### src/rtl/mc_pkg.sv
// Shared encodings for the multicycle control FSM: states, opcodes,
// datapath mux selects and ALUOp codes used by the ALU control.
package mc_pkg;

  typedef enum logic [4:0] {
    S_IDLE    = 5'd0,
    S_FETCH   = 5'd1,
    S_DECODE  = 5'd2,
    S_RTYPE   = 5'd3,
    S_RWB     = 5'd4,
    S_MEMADR  = 5'd5,
    S_MEMRD   = 5'd6,
    S_MEMWB   = 5'd7,
    S_MEMWR   = 5'd8,
    S_BEQ     = 5'd9,
    S_JUMP    = 5'd10,
    S_JAL     = 5'd11,
    S_JR      = 5'd12,
    S_ADDI_EX = 5'd13,
    S_ADDI_WB = 5'd14,
    S_TRAP    = 5'd15
  } state_t;

  localparam logic [5:0] OP_RTYPE = 6'b000000;
  localparam logic [5:0] OP_LW    = 6'b100011;
  localparam logic [5:0] OP_SW    = 6'b101011;
  localparam logic [5:0] OP_BEQ   = 6'b000100;
  localparam logic [5:0] OP_J     = 6'b000010;
  localparam logic [5:0] OP_JAL   = 6'b000011;
  localparam logic [5:0] OP_ADDI  = 6'b001000;
  localparam logic [5:0] FN_JR    = 6'b001000;

  localparam logic [1:0] PC_ALU    = 2'b00;
  localparam logic [1:0] PC_ALUOUT = 2'b01;
  localparam logic [1:0] PC_JUMP   = 2'b10;
  localparam logic [1:0] PC_RS     = 2'b11;

  localparam logic [1:0] SRCB_RT     = 2'b00;
  localparam logic [1:0] SRCB_FOUR   = 2'b01;
  localparam logic [1:0] SRCB_IMM    = 2'b10;
  localparam logic [1:0] SRCB_IMM_SH = 2'b11;

  localparam logic [1:0] DST_RT = 2'b00;
  localparam logic [1:0] DST_RD = 2'b01;
  localparam logic [1:0] DST_RA = 2'b10;

  localparam logic [1:0] M2R_ALUOUT = 2'b00;
  localparam logic [1:0] M2R_MDR    = 2'b01;
  localparam logic [1:0] M2R_PC     = 2'b10;

  localparam logic [1:0] ALU_ADD   = 2'b00;
  localparam logic [1:0] ALU_SUB   = 2'b01;
  localparam logic [1:0] ALU_FUNCT = 2'b10;

  // States whose exit completes an instruction (MEMWR only once mem_ready).
  function automatic logic is_retiring(input state_t s);
    case (s)
      S_RWB, S_MEMWB, S_MEMWR, S_BEQ, S_JUMP, S_JAL, S_JR, S_ADDI_WB: return 1'b1;
      default: return 1'b0;
    endcase
  endfunction

endpackage

### src/rtl/mc_next_state.sv
// DECODE dispatch: combinational map from opcode/funct (and ENABLE_ADDI)
// to the first post-decode state; unrecognised opcodes select S_TRAP.
module mc_next_state
  import mc_pkg::*;
#(
  parameter bit ENABLE_ADDI = 1'b1
) (
  input  logic [5:0] opcode,
  input  logic [5:0] funct,
  output state_t     next
);

  always_comb begin
    next = S_TRAP;
    case (opcode)
      OP_RTYPE: next = (funct == FN_JR) ? S_JR : S_RTYPE;
      OP_LW,
      OP_SW:    next = S_MEMADR;
      OP_BEQ:   next = S_BEQ;
      OP_J:     next = S_JUMP;
      OP_JAL:   next = S_JAL;
      OP_ADDI:  next = ENABLE_ADDI ? S_ADDI_EX : S_TRAP;
      default:  next = S_TRAP;
    endcase
  end

endmodule

### src/rtl/mc_control.sv
// Multicycle main control: sequences fetch/decode/execute/memory/writeback,
// with a memory wait handshake, sticky illegal trap and retired counter.
module mc_control
  import mc_pkg::*;
#(
  parameter bit ENABLE_ADDI = 1'b1,
  parameter bit TRAP_HALT   = 1'b1,
  parameter int CNT_W       = 32
) (
  input  logic             clk,
  input  logic             rst_n,
  input  logic [5:0]       opcode,
  input  logic [5:0]       funct,
  input  logic             mem_ready,
  output logic             mem_req,
  output logic             IorD,
  output logic             MemRead,
  output logic             MemWrite,
  output logic             IRWrite,
  output logic             PCWrite,
  output logic             PCWriteCond,
  output logic [1:0]       PCSource,
  output logic             ALUSrcA,
  output logic [1:0]       ALUSrcB,
  output logic [1:0]       ALUOp,
  output logic             RegWrite,
  output logic [1:0]       RegDst,
  output logic [1:0]       MemtoReg,
  output logic             illegal,
  output logic [CNT_W-1:0] retired,
  output state_t           state
);

  state_t dispatch;

  mc_next_state #(.ENABLE_ADDI(ENABLE_ADDI)) u_next_state (
    .opcode (opcode),
    .funct  (funct),
    .next   (dispatch)
  );

  always_ff @(posedge clk) begin
    if (!rst_n) begin
      state   <= S_IDLE;
      illegal <= 1'b0;
      retired <= '0;
    end else begin
      if (is_retiring(state) && (state != S_MEMWR || mem_ready))
        retired <= retired + CNT_W'(1);
      case (state)
        S_IDLE:    state <= S_FETCH;
        S_FETCH:   if (mem_ready) state <= S_DECODE;
        S_DECODE: begin
          state <= dispatch;
          if (dispatch == S_TRAP) illegal <= 1'b1;
        end
        S_RTYPE:   state <= S_RWB;
        S_MEMADR:  state <= (opcode == OP_LW) ? S_MEMRD : S_MEMWR;
        S_MEMRD:   if (mem_ready) state <= S_MEMWB;
        S_MEMWR:   if (mem_ready) state <= S_FETCH;
        S_ADDI_EX: state <= S_ADDI_WB;
        S_TRAP:    state <= TRAP_HALT ? S_TRAP : S_FETCH;
        S_RWB, S_MEMWB, S_BEQ, S_JUMP, S_JAL, S_JR, S_ADDI_WB:
                   state <= S_FETCH;
        default:   state <= S_FETCH;
      endcase
    end
  end

  // Moore decode; only IRWrite/PCWrite in FETCH look at mem_ready.
  always_comb begin
    mem_req     = 1'b0;
    IorD        = 1'b0;
    MemRead     = 1'b0;
    MemWrite    = 1'b0;
    IRWrite     = 1'b0;
    PCWrite     = 1'b0;
    PCWriteCond = 1'b0;
    PCSource    = PC_ALU;
    ALUSrcA     = 1'b0;
    ALUSrcB     = SRCB_RT;
    ALUOp       = ALU_ADD;
    RegWrite    = 1'b0;
    RegDst      = DST_RT;
    MemtoReg    = M2R_ALUOUT;
    case (state)
      S_FETCH: begin
        mem_req = 1'b1;
        MemRead = 1'b1;
        ALUSrcB = SRCB_FOUR;
        IRWrite = mem_ready;
        PCWrite = mem_ready;
      end
      S_DECODE: ALUSrcB = SRCB_IMM_SH;
      S_RTYPE: begin
        ALUSrcA = 1'b1;
        ALUOp   = ALU_FUNCT;
      end
      S_RWB: begin
        RegWrite = 1'b1;
        RegDst   = DST_RD;
      end
      S_MEMADR, S_ADDI_EX: begin
        ALUSrcA = 1'b1;
        ALUSrcB = SRCB_IMM;
      end
      S_MEMRD: begin
        mem_req = 1'b1;
        MemRead = 1'b1;
        IorD    = 1'b1;
      end
      S_MEMWB: begin
        RegWrite = 1'b1;
        MemtoReg = M2R_MDR;
      end
      S_MEMWR: begin
        mem_req  = 1'b1;
        MemWrite = 1'b1;
        IorD     = 1'b1;
      end
      S_BEQ: begin
        ALUSrcA     = 1'b1;
        ALUOp       = ALU_SUB;
        PCWriteCond = 1'b1;
        PCSource    = PC_ALUOUT;
      end
      S_JUMP: begin
        PCWrite  = 1'b1;
        PCSource = PC_JUMP;
      end
      S_JAL: begin
        PCWrite  = 1'b1;
        PCSource = PC_JUMP;
        RegWrite = 1'b1;
        RegDst   = DST_RA;
        MemtoReg = M2R_PC;
      end
      S_JR: begin
        PCWrite  = 1'b1;
        PCSource = PC_RS;
      end
      S_ADDI_WB: RegWrite = 1'b1;
      default: ;
    endcase
  end

endmodule

### config.mk
export PLATFORM = sky130hd
export DESIGN_NAME = mc_control
export DESIGN_NICKNAME = d
export VERILOG_FILES = /design/src/rtl/mc_pkg.sv /design/src/rtl/mc_next_state.sv /design/src/rtl/mc_control.sv
export SDC_FILE = /design/constraint.sdc
export NUM_CORES = 1
export LEC_CHECK = 0
export CAP_MARGIN = 10
export CORE_MARGIN = 1.5
export CORE_UTILIZATION = 50
export CTS_CLUSTER_DIAMETER = 200
export DETAILED_ROUTE_END_ITERATION = 8
export GPL_ROUTABILITY_DRIVEN = 0
export GPL_TIMING_DRIVEN = 0
export PLACE_DENSITY = 0.92
export SYNTH_ARGS = -nofsm -noshare
export SYNTH_HDL_FRONTEND = slang
export SYNTH_SLANG_ARGS = --single-unit
### constraint.sdc
create_clock -name clk -period 3.8 [get_ports clk]
set_clock_uncertainty 0.1 [all_clocks]
set_input_delay 0.38 -clock clk [delete_from_list [all_inputs] [get_ports clk]]
set_output_delay 0.38 -clock clk [all_outputs]
set_load 0.05 [all_outputs]
==> results of run 1 <==
## kinds of logic after synthesis
| logic type | after synthesis | synth area share (%) |
|---|---|---|
| AND/OR/NAND/NOR | 165 | 39.1 |
| flip-flops | 38 | 34.2 |
| AO/OA/AOI/OAI | 26 | 8.38 |
| buffers and inverters | 26 | 5.34 |
| XOR/XNOR | 22 | 8.66 |
| multiplexers | 8 | 3.60 |
| adder cells (fa/ha/maj) | 1 | 0.562 |
| other | 1 | 0.168 |
## worst min-delay path, cell delays in order (launching register included)
cell	delay [ps]
dfxtp_1	330
nor2_1	50
nor2_1	70
## area by class of cell
cell class,instances,area (um2)
well taps,52,65.1
clock inverters,3,68.8
inverters,9,33.8
clock buffers,5,68.8
repair buffers,69,691
multi-input cells,223,1350
plain buffers,17,85.1
fillers,354,1200
flip-flops and latches,38,761
## power groups by stage
stage	clock [mW]	sequential, mW	combinational (mW)
2_1_floorplan	0	0.437	0.122
3_3_place_gp	0	0.420	0.203
3_5_place_dp	0	0.420	0.206
4_1_cts	0.418	0.411	0.207
5_1_grt	0.432	0.412	0.221
6_report	0.419	0.411	0.208
## final timing paths
path / endpoint / cells after the start
max reg2reg: register / 7
max: ALUOp[0] / 6
min reg2reg: illegal$_SDFFE_PN0P_ / 2
min: illegal$_SDFFE_PN0P_ / 2
## layout by cell type, fill, tap and decap left out, drive strengths merged, types with 5 or more instances in the layout
master         synthesis  final
a21oi                  5      5
and3                   5      5
buf                    7      7
clkbuf                10     15
clkdlybuf4s50          0     69
dfxtp                 38     38
inv                    9      9
mux2i                  8      8
nand2                 31     31
nand2b                10     10
nand3                 15     15
nand4                  5      5
nor2                  48     48
nor3                  10     10
nor4                  10     10
o21bai                 5      5
xnor2                 14     14
xor2                   8      8
## Yosys cell counts, types with 5 or more instances
cell type / instances
nor2_1: 48
dfxtp_1: 38
nand2_1: 31
nand3_1: 15
xnor2_1: 14
clkbuf_1: 10
nand2b_1: 10
nor3_1: 10
inv_1: 9
mux2i_1: 8
xor2_1: 8
nor4_1: 6
a21oi_1: 5
and3_1: 5
nand4_1: 5
o21bai_1: 5
## metrics by stage
stage                     hold WS, ps  util [%]  worst slack [ps]
after detailed placement          359      69.0               923
final                             370      72.1               652
after global placement            350      69.0               946
after floorplan                   455         -               488
after global routing              402      72.1               482
after CTS                         376      72.1               685
## sequential cells by signal, summed over array words and instances, names as in the netlist, named ones only
register	flops
illegal	1
retired	32
state	4
## metal layers
layer / vias up / global-route usage (%)
met4: 0 / 11.5
li1: 1144 / -
met2: 82 / 39.9
met3: 22 / 7.12
met5: - / 0
met1: 1095 / 27.6
==> impl_summary.md, run 1 <==
Status
The run finished with clean final reports.

Logic synthesis
The count of unique library cells instantiated by Yosys is 48. The sequential share of the synthesized area is 34.2%. Counting flops with an async set or reset pin after synthesis yields a share of 0%. By area the synthesized netlist is led by dfxtp_1 34%, nor2_1 8.1%, xnor2_1 5.5%. During synthesis, Yosys emitted a total of 0 warnings. The top cell type by total area after synthesis is dfxtp_1. The mapped netlist covers 2230 um2. The number of synthesized flops with an enable pin is 0.

The flop and latch count out of synthesis is 38. Dividing the synthesized area by the synthesized cell count gives between 7 and 8 um2. Of the post-synthesis cell area, the dominant cell type holds 34.2%.

Among all flip-flop cells after synthesis, the most frequent one is dfxtp_1. The cell count after synthesis is 287. Counting every net in the synthesized netlist gives 303.

Drt
The first-pass detailed-route iteration total is 4. Summing over every cut layer, the via total after detailed routing is 2343. The count of nets left with antenna violations once routing finished came out at 0. Signal routing reaches up to met4.

Detailed routing placed a total of roughly 420 um of wire on met3. The first routing iteration left 138 violations. The mean routed wirelength per cell is 13.8 um. After detailed routing, the wire length on met1 is 2360 um.

After detailed routing, the met2 layer carries around 2800 um of wire. The total DRC errors in the routed layout is 0. Dividing the detail-routed via count by the number of cells gives 5.63. Summed over all layers, the routed wires come to 5730 um.

Setup path
The number of buffer and inverter stages on the critical path is 4. The start point of the critical path is state[0]$_SDFFE_PN0P_. STA classifies the critical path endpoint as an output pin. The beginning of the worst register-to-register path is state[1]$_SDFFE_PN0P_. The critical path's top delay family is buffers and inverters. Walking the worst path, the cells encountered are clkbuf_1 -> buf_1 -> nand2_1 -> nor3_1 -> buf_4 -> clkdlybuf4s50_1. The register-to-register path setup slack is 1300 ps. On the critical path, the stage with the largest delay is an instance of clkdlybuf4s50_1. The kind of critical path is register to output pin. STA puts the critical path data required time at 3320 ps. The worst setup path is launched from a register. The arrival time of data at the critical path endpoint is 2670 ps. The maximum fanout along the worst path is 10.

For this run, the slowest stage of the critical path takes 780 ps.

STA
Setup repair after global routing left no endpoint under its margin. The number of hold violations in the final report was 0. The shortest clock period the worst path allows after layout is 3150 ps. The relative slew slack is 48.4%.

Static timing analysis puts the maximum clock frequency at between 300 and 400 MHz. The count of pins over their slew limit is 0. The portion of the clock cycle consumed by the worst path in the final layout is between 80 and 90%.

The measured slew at the worst slew-check pin is 768 ps. In the final timing run, aggregate negative setup slack is 0 ps. The count of endpoints failing setup in the final report is 0.

Finish
The final net count is 379. In the final layout, the share of cells above drive strength 1 is 6.59%. The diode insertion count for antenna repair is 0. The final non-filler cell area is between 3000 and 4000 um2.

The filler-free cell count of the finished design is between 400 and 500. The synthesis-to-layout area growth is 40.1%.

Floorplanning
The starting utilization of the core area is 51.5%. The die is 69.7 um wide. The site row count is 24. 72 I/O pins were placed.

Measured along the y axis, the die boundary spans around 70 um. The floorplan step defined a die boundary enclosing 4860 um2. The core region is 4320 um2.

CTS
At the later pin of the worst-skew pair, clock insertion delay measures 300 ps. The CTS tree is built. Once the clock tree was built, the resizer swapped 0 gates to a different size. Clock tree synthesis found a total of 38 sinks. The clock root buffer is clkbuf_8. The maximum clock insertion buffer count is 2. Buffers inserted to repair hold after CTS numbered 0. The number of levels the H-tree was split into is 2.

The clock input transition at the sequential cells of the worst setup and hold paths is 70 ps. Buffers added to address setup during post-CTS repair amount to 0. The number of clock buffers added by TritonCTS is 5.

Hold path
The worst hold path class is register to register. In this run the most critical hold path is launched from illegal$_SDFFE_PN0P_.

Placed design
After legalization and detailed placement, the total HPWL measured about 4100 um. Counting tap cells, the placed design contains a total of 408 instances. The cell area reported after detailed placement is 2980 um2. Input and output buffers added on the ports amount to 69.

Power and ir drop
The internal power of the cells totals about 0.74 mW. In this run, the combinational gates consume 20.0% of the power. The areal power density over the cells is 333 nW/um2. The peak ir drop on the vdd network is 0.291 mV. The clock share of power is 40.4%. Power comes to 1.04 mW. For this design the total switching power over the nets is 0.295 mW.

The leakage power is 1.13 nW. The share of total power consumed by net switching is 28.5%. In this run, flip-flops and latches consume about two fifths of the power.

GRT
Global routing used approximately a quarter of the available tracks across all layers. After global routing the overflow that remains totals 0. The number of global-route vias before repair is between 2000 and 2500. The first global-routing pass estimated 9600 um of wire. Entering global routing, the biggest net connects 14 pins. The number of antenna violations at the first check in global routing is 0.

Run
The tool flagged a number of max-cap violations equal to 0.
Power figures use the tool's default switching activity.
==> run 2: changes to the inputs <==
- CORE_UTILIZATION: 50 -> 42
- PLACE_DENSITY: 0.92 -> 0.83
- clock period: 3.8 -> 2.6 ns (I/O delays scaled with it)
==> impl_summary.md, run 2 (synthesized netlist as in run 1, its figures left out) <==
GRT
The number of global-route vias before repair came to 1939 (-13%). The number of antenna violations at the first check in global routing is 0 (unchanged). The aggregate global-route resource usage is 18.7% (-5.1 points). The remaining global-route overflow was 0 (unchanged).

The wire length of the first global-routing pass is 8350 um (-13%). The largest net degree at the start of global routing is 11 (-3).

Finish
Leaving out fill and tap cells, the most frequent cell in the layout is clkdlybuf4s50_1. In the final layout, the registers with the most flip-flops are retired: 32 flops, state: 4 flops, illegal: 1 flops. The final net count came to 379 (unchanged). The top cell types in the final layout, fill and taps aside, are 52 x clkdlybuf4s50_1, 46 x nor2_1, 37 x dfxtp_1. The synthesis-to-layout area growth is 38.7%. The top register by number of flip-flops is retired. The share of post-route cells with drive strength above 1 is 9.37% (+2.8 points). The filler-free cell count of the finished design is 433 (+4.1%). The diode insertion count for antenna repair is 0 (unchanged). The number of flip-flops under the largest register name is 32 (unchanged). The final non-filler cell area came to 3090 um2 (-1.0%).

Placed design
The number of buffer cells added on primary ports was 69 (unchanged). The cell area reported after detailed placement is 3020 um2 (+1.4%). The HPWL reported at the end of detailed placement came to 4080 um (-1.3%).

The number of cells after detailed placement is 426 (+4.4%).

Floorplanning
The chip height is 75.8 um (+8.7%). The number of ports placed on the die boundary came to 72 (unchanged). The full die area was 5750 um2 (+18%). The starting utilization of the core area came to 43.6% (-7.9 points). The site row count is 26 (+8.3%). The total core area is 5110 um2 (+18%). The horizontal die dimension came to 75.8 um (+8.7%).

Setup path
Walking the worst path, the cells encountered are clkdlybuf4s50_1 -> or4b_1 -> or3_1 -> a21oi_1 -> nor4_1 -> or4_1 -> a31oi_1. The arrival time of data at the critical path endpoint is 2600 ps (-70 ps). The nature of the critical path startpoint is an input port.

The maximum fanout along the worst path is 5 (-5). The endpoint required time on the critical path is 2700 ps (-620 ps). The critical path capture point type is a register. The biggest cell delay along the critical path is 570 ps (-210 ps). The library cell contributing the largest single delay on the critical path is or4b_1.

The kind of critical path is input port to register.

Run
The reported max-cap violation count came to 0 (unchanged).

Drt
The mean routed wirelength per cell is 12.8 um (-7.5%). The total number of vias is 2231 (-4.8%). The initial detailed-routing violation count is 136 (-1.4%). The total DRC errors in the routed layout is 0 (unchanged).

The detailed-route vias per instance is 5.15 (-8.5%). The number of antenna-violating nets in the routed design is 0 (unchanged). The detailed-route wire length is 5520 um (-3.7%). The first-pass detailed-route iteration total was 4 (unchanged).

Power and ir drop
The peak ir drop on the vdd network is 0.283 mV (-2.8%). The post-route total power is 1.27 mW (+22%). The leakage power is 1.20 nW (+5.9%). The areal power density over the cells came to 411 nW/um2 (+24%).

CTS
The cell sitting at the root of the clock tree is a clkbuf_8. The clock input transition at the sequential cells of the worst setup and hold paths is 70 ps (about the same). The CTS buffer count is 5 (unchanged). The maximum clock insertion buffer count is 2 (unchanged). The CTS tree is built. The number of sinks handled by clock tree synthesis came to 38 (unchanged).

The number of levels the H-tree was split into came to 2 (unchanged). The insertion delay to the later sink of the worst-skew pair is 280 ps (-20 ps). The post-CTS setup buffer count is 0 (unchanged). The quantity of hold-fixing buffers added after cts is 0 (unchanged).

STA
The measured slew at the worst slew-check pin is 538 ps (-230 ps). The final-layout worst hold slack is 369 ps (-0.894 ps). The portion of the clock cycle consumed by the worst path in the final layout is 96.1%. The count of endpoints failing setup in the final report is 0 (unchanged). Setup repair after global routing left no endpoint under its margin.

The number of hold violations in the final report came to 0 (unchanged). The relative slew slack is 64.0% (+16 points). For this run, the top clock speed supported by timing is 400 MHz.

The final sum of negative setup slack is 0 ps (unchanged). The worst path in the final design needs a cycle of between 2000 and 2500 ps, including I/O delays and setup. The count of pins over their slew limit is 0 (unchanged).

Hold path
The worst hold path class is register to register.

Status
The run finished with clean final reports.
run 2: what timing repair did:
action                                  CTS  global route
resized for setup                        18            12
endpoints found under the setup margin   16            18
pin swaps                                 0             0
run 2: path summary, 6_finish.rpt:
path,startpoint,endpoint,slack [ps],depth (start not counted)
worst max-delay path,opcode[2],register,100,7
worst min-delay path,illegal$_SDFFE_PN0P_,illegal$_SDFFE_PN0P_,370,2
worst max register to register,state[1]$_SDFFE_PN0P_,register,120,7
worst min register to register,illegal$_SDFFE_PN0P_,illegal$_SDFFE_PN0P_,370,2
run 2: power by group:
part | switching (mW) | internal, mW | total [mW]
sequential | 0.0103 | 0.591 | 0.601
combinational | 0.196 | 0.0997 | 0.295
clock | 0.189 | 0.185 | 0.374
run 2: through the flow:
step                utilization, %  setup WS [ps]
floorplan                        -           -183
global placement              59.2           -153
detailed placement            59.2           -154
CTS                           60.4           9.53
global route                  60.5           6.93
finish                        60.5            100
run 2: final cells by class:
| cell class | count | area, um2 |
|---|---|---|
| timing repair buffer | 69 | 667 |
| sequential | 38 | 762 |
| buffer | 17 | 90.1 |
| clock buffer | 7 | 76.3 |
| inverter | 9 | 33.8 |
| tap | 70 | 87.6 |
| fill | 474 | 2020 |
| multi-input combinational | 223 | 1370 |
run 2: worst max-delay path: cells and delay by family:
kind,cells,cell delay (ps)
AO/OA/AOI/OAI,2,390
AND/OR/NAND/NOR,4,1480
buffers and inverters,1,470
run 2: per-layer routing:
layer	wire [um]	vias up	track usage, %
li1	-	1131	-
met1	2510	1022	22.7
met2	2580	74	33.1
met3	375	4	3.44
met4	49	0	5.95
met5	0	-	0
==> run 3: changes to the inputs <==
- PLACE_DENSITY: 0.83 -> 0.77
- SLEW_MARGIN: default -> 10
==> impl_summary.md, run 3 (synthesized netlist as in run 1, its figures left out) <==
Drt
The total DRC errors in the routed layout came to 0 (unchanged). The total number of vias was 2251 (+0.90%). The detailed-route vias per instance is 5.19 (+0.66%). The number of antenna-violating nets in the routed design was 0 (unchanged). The initial detailed-routing violation count came to 139 (+2.2%). The mean routed wirelength per cell is 12.8 um (+0.20%).

The detailed-route wire length is 5550 um (+0.43%). The first-pass detailed-route iteration total is 5 (+1).

CTS
The insertion delay to the later sink of the worst-skew pair is 290 ps (about the same). The post-CTS setup buffer count is 0 (unchanged). The quantity of hold-fixing buffers added after cts came to 0 (unchanged). The maximum clock insertion buffer count was 2 (unchanged). The number of sinks handled by clock tree synthesis is 38 (unchanged). The CTS buffer count came to 5 (unchanged). The clock root buffer is clkbuf_8. TritonCTS built the clock tree. The number of levels the H-tree was split into was 2 (unchanged).

The clock input transition at the sequential cells of the worst setup and hold paths is 70 ps (about the same).

Power and ir drop
The switching power is 0.411 mW (+3.9%). The share of total power consumed by net switching was 31.3% (+0.19 points). The clock share of power came to 31.8% (+2.4 points). The post-route total power is 1.31 mW (+3.3%). The register share of total power is 45.8% (-1.5 points). The areal power density over the cells came to 424 nW/um2 (+3.1%).

The leakage power is 1.20 nW (+0.26%). The combinational group share of total power was 22.4% (-0.8 points). The peak ir drop on the vdd network is 0.249 mV (-12%).

The cell-internal power is 0.902 mW (+3.0%).

Finish
The register with the most flip-flops in the final layout is retired. The number of flip-flops under the largest register name was 32 (unchanged). The most common library cell in the layout ignoring fill and taps is clkdlybuf4s50_1.

The share of post-route cells with drive strength above 1 is 10.4% (+1.1 points). The synthesis-to-layout area growth is 39.0%. The final non-filler cell area is 3090 um2 (+0.16%).

The largest registers in the layout are retired: 32 flops, state: 4 flops, illegal: 1 flops. The final net count is 379 (unchanged). The diode insertion count for antenna repair is 0 (unchanged). In the layout the commonest cells are 51 x clkdlybuf4s50_1, 46 x nor2_1, 38 x dfxtp_1.

GRT
The wire length of the first global-routing pass came to 8670 um (+3.8%). The remaining global-route overflow is 0 (unchanged). The number of antenna violations at the first check in global routing is 0 (unchanged). The number of global-route vias before repair is 2028 (+4.6%).

The largest net degree at the start of global routing was 12 (+1). The aggregate global-route resource usage was 19.4% (+0.69 points).

Run
The reported max-cap violation count is 0 (unchanged).

Floorplanning
The chip height is 75.8 um (unchanged). The starting utilization of the core area is 43.6% (unchanged). The number of ports placed on the die boundary is 72 (unchanged). The site row count came to 26 (unchanged). The horizontal die dimension was 75.8 um (unchanged). The full die area is 5750 um2 (unchanged). The total core area came to 5110 um2 (unchanged).

STA
Setup repair after global routing could not meet its margin everywhere. The post-layout worst setup margin is 20.3 ps (-79.9 ps). The shortest clock period the worst path allows after layout was 2580 ps (+79.9 ps). The count of pins over their slew limit is 0 (unchanged).

The relative slew slack was 65.1% (+1.1 points). The maximum clock frequency is 388 MHz (-3.1%). The number of hold violations in the final report is 0 (unchanged). The count of endpoints failing setup in the final report is 0 (unchanged). The portion of the clock cycle consumed by the worst path in the final layout is 99.2% (+3.1 points). The measured slew at the worst slew-check pin is 518 ps (-19.2 ps).

Setup path
The arrival time of data at the critical path endpoint is 2220 ps (-380 ps). The critical path in this run is classified as register to output pin. The beginning of the worst register-to-register path is state[2]$_SDFFE_PN0P_. The depth of the worst register-to-register path came to 8 (+1). The endpoint required time on the critical path is 2240 ps (-460 ps). STA classifies the critical path endpoint as an output pin.

The register-to-register path setup slack came to 100 ps (-20 ps). The worst setup path is launched from a register. Tracing the worst setup path back leads to its startpoint at state[0]$_SDFFE_PN0P_. The maximum fanout along the worst path was 10 (+5).

Hold path
The hold path depth is 2 (unchanged). The worst hold path class is register to register. The startpoint of the lowest-slack hold path is retired[31]$_SDFFE_PN0P_.

Placed design
The HPWL reported at the end of detailed placement was 4130 um (+1.3%). The cell area reported after detailed placement is 3020 um2 (unchanged). The number of buffer cells added on primary ports is 69 (unchanged). The post-place setup slack is -196 ps (-42.7 ps).

Status
The flow ran to the end, and the final reports show no timing, DRC or antenna violations.
-- run 3: changes by cell type in the layout (fill, tap and decap cells not counted), sizes merged --
cell / before / now
clkbuf: 19 / 22
dlygate4sd2: 13 / 11
clkdlybuf4s50: 52 / 51
clkinv: 0 / 1
-- run 3: repair_timing --
item	in CTS	in global routing
gates resized for setup	19	16
gates cloned	0	0
pin swaps	0	0
endpoints found under the hold margin	0	0
setup endpoints to repair	17	16
-- run 3: power groups by stage --
| stage | Combinational (mW) | Sequential (mW) | Clock, mW |
|---|---|---|---|
| 2_1_floorplan | 0.182 | 0.638 | 0 |
| 3_3_place_gp | 0.303 | 0.614 | 0 |
| 3_5_place_dp | 0.306 | 0.614 | 0 |
| 4_1_cts | 0.295 | 0.601 | 0.428 |
| 5_1_grt | 0.317 | 0.602 | 0.444 |
| 6_report | 0.294 | 0.601 | 0.418 |
-- run 3: path summary, 6_finish.rpt --
| kind | endpoint |
|---|---|
| setup / recovery | PCWrite |
| hold / removal | retired[31]$_SDFFE_PN0P_ |
| setup reg to reg | retired[24]$_SDFFE_PN0P_ |
| hold reg to reg | retired[31]$_SDFFE_PN0P_ |
-- run 3: per-layer routing --
| layer | vias to the layer above | wire [um] | track usage (%) |
|---|---|---|---|
| met3 | 12 | 465 | 4.37 |
| met2 | 83 | 2550 | 33.4 |
| met1 | 1024 | 2440 | 23.9 |
| li1 | 1132 | - | - |
| met4 | 0 | 91 | 6.15 |
| met5 | - | 0 | 0 |
-- run 3: critical path, cell delays in order, from the launching register on --
cell	delay, ps
dfxtp_1	380
clkbuf_1	330
buf_2	300
nor2_1	80
nor2_1	110
nor2_2	50
or2_2	260
dlygate4sd2_1	420
-- run 3: stage by stage --
| stage | util [%] | hold WS (ps) | std cells | setup TNS, ps |
|---|---|---|---|---|
| 6_report | 60.6 | 376 | 434 | 0 |
| 5_1_grt | 60.6 | 417 | 434 | -120 |
| 4_1_cts | 60.6 | 380 | 434 | 0 |
| 3_5_place_dp | 59.2 | 365 | 426 | -1820 |
| 3_3_place_gp | 59.2 | 350 | 426 | -914 |
| 2_1_floorplan | - | 335 | 287 | -349 |
-- run 3: final cells by class --
class	count	area, um2
Tap cell	70	87.6
Buffer	17	88.8
Fill cell	477	2010
Inverter	9	33.8
Timing Repair Buffer	69	654
Sequential cell	38	761
Multi-Input combinational cell	223	1380
Clock inverter	1	5.00
Clock buffer	7	86.3
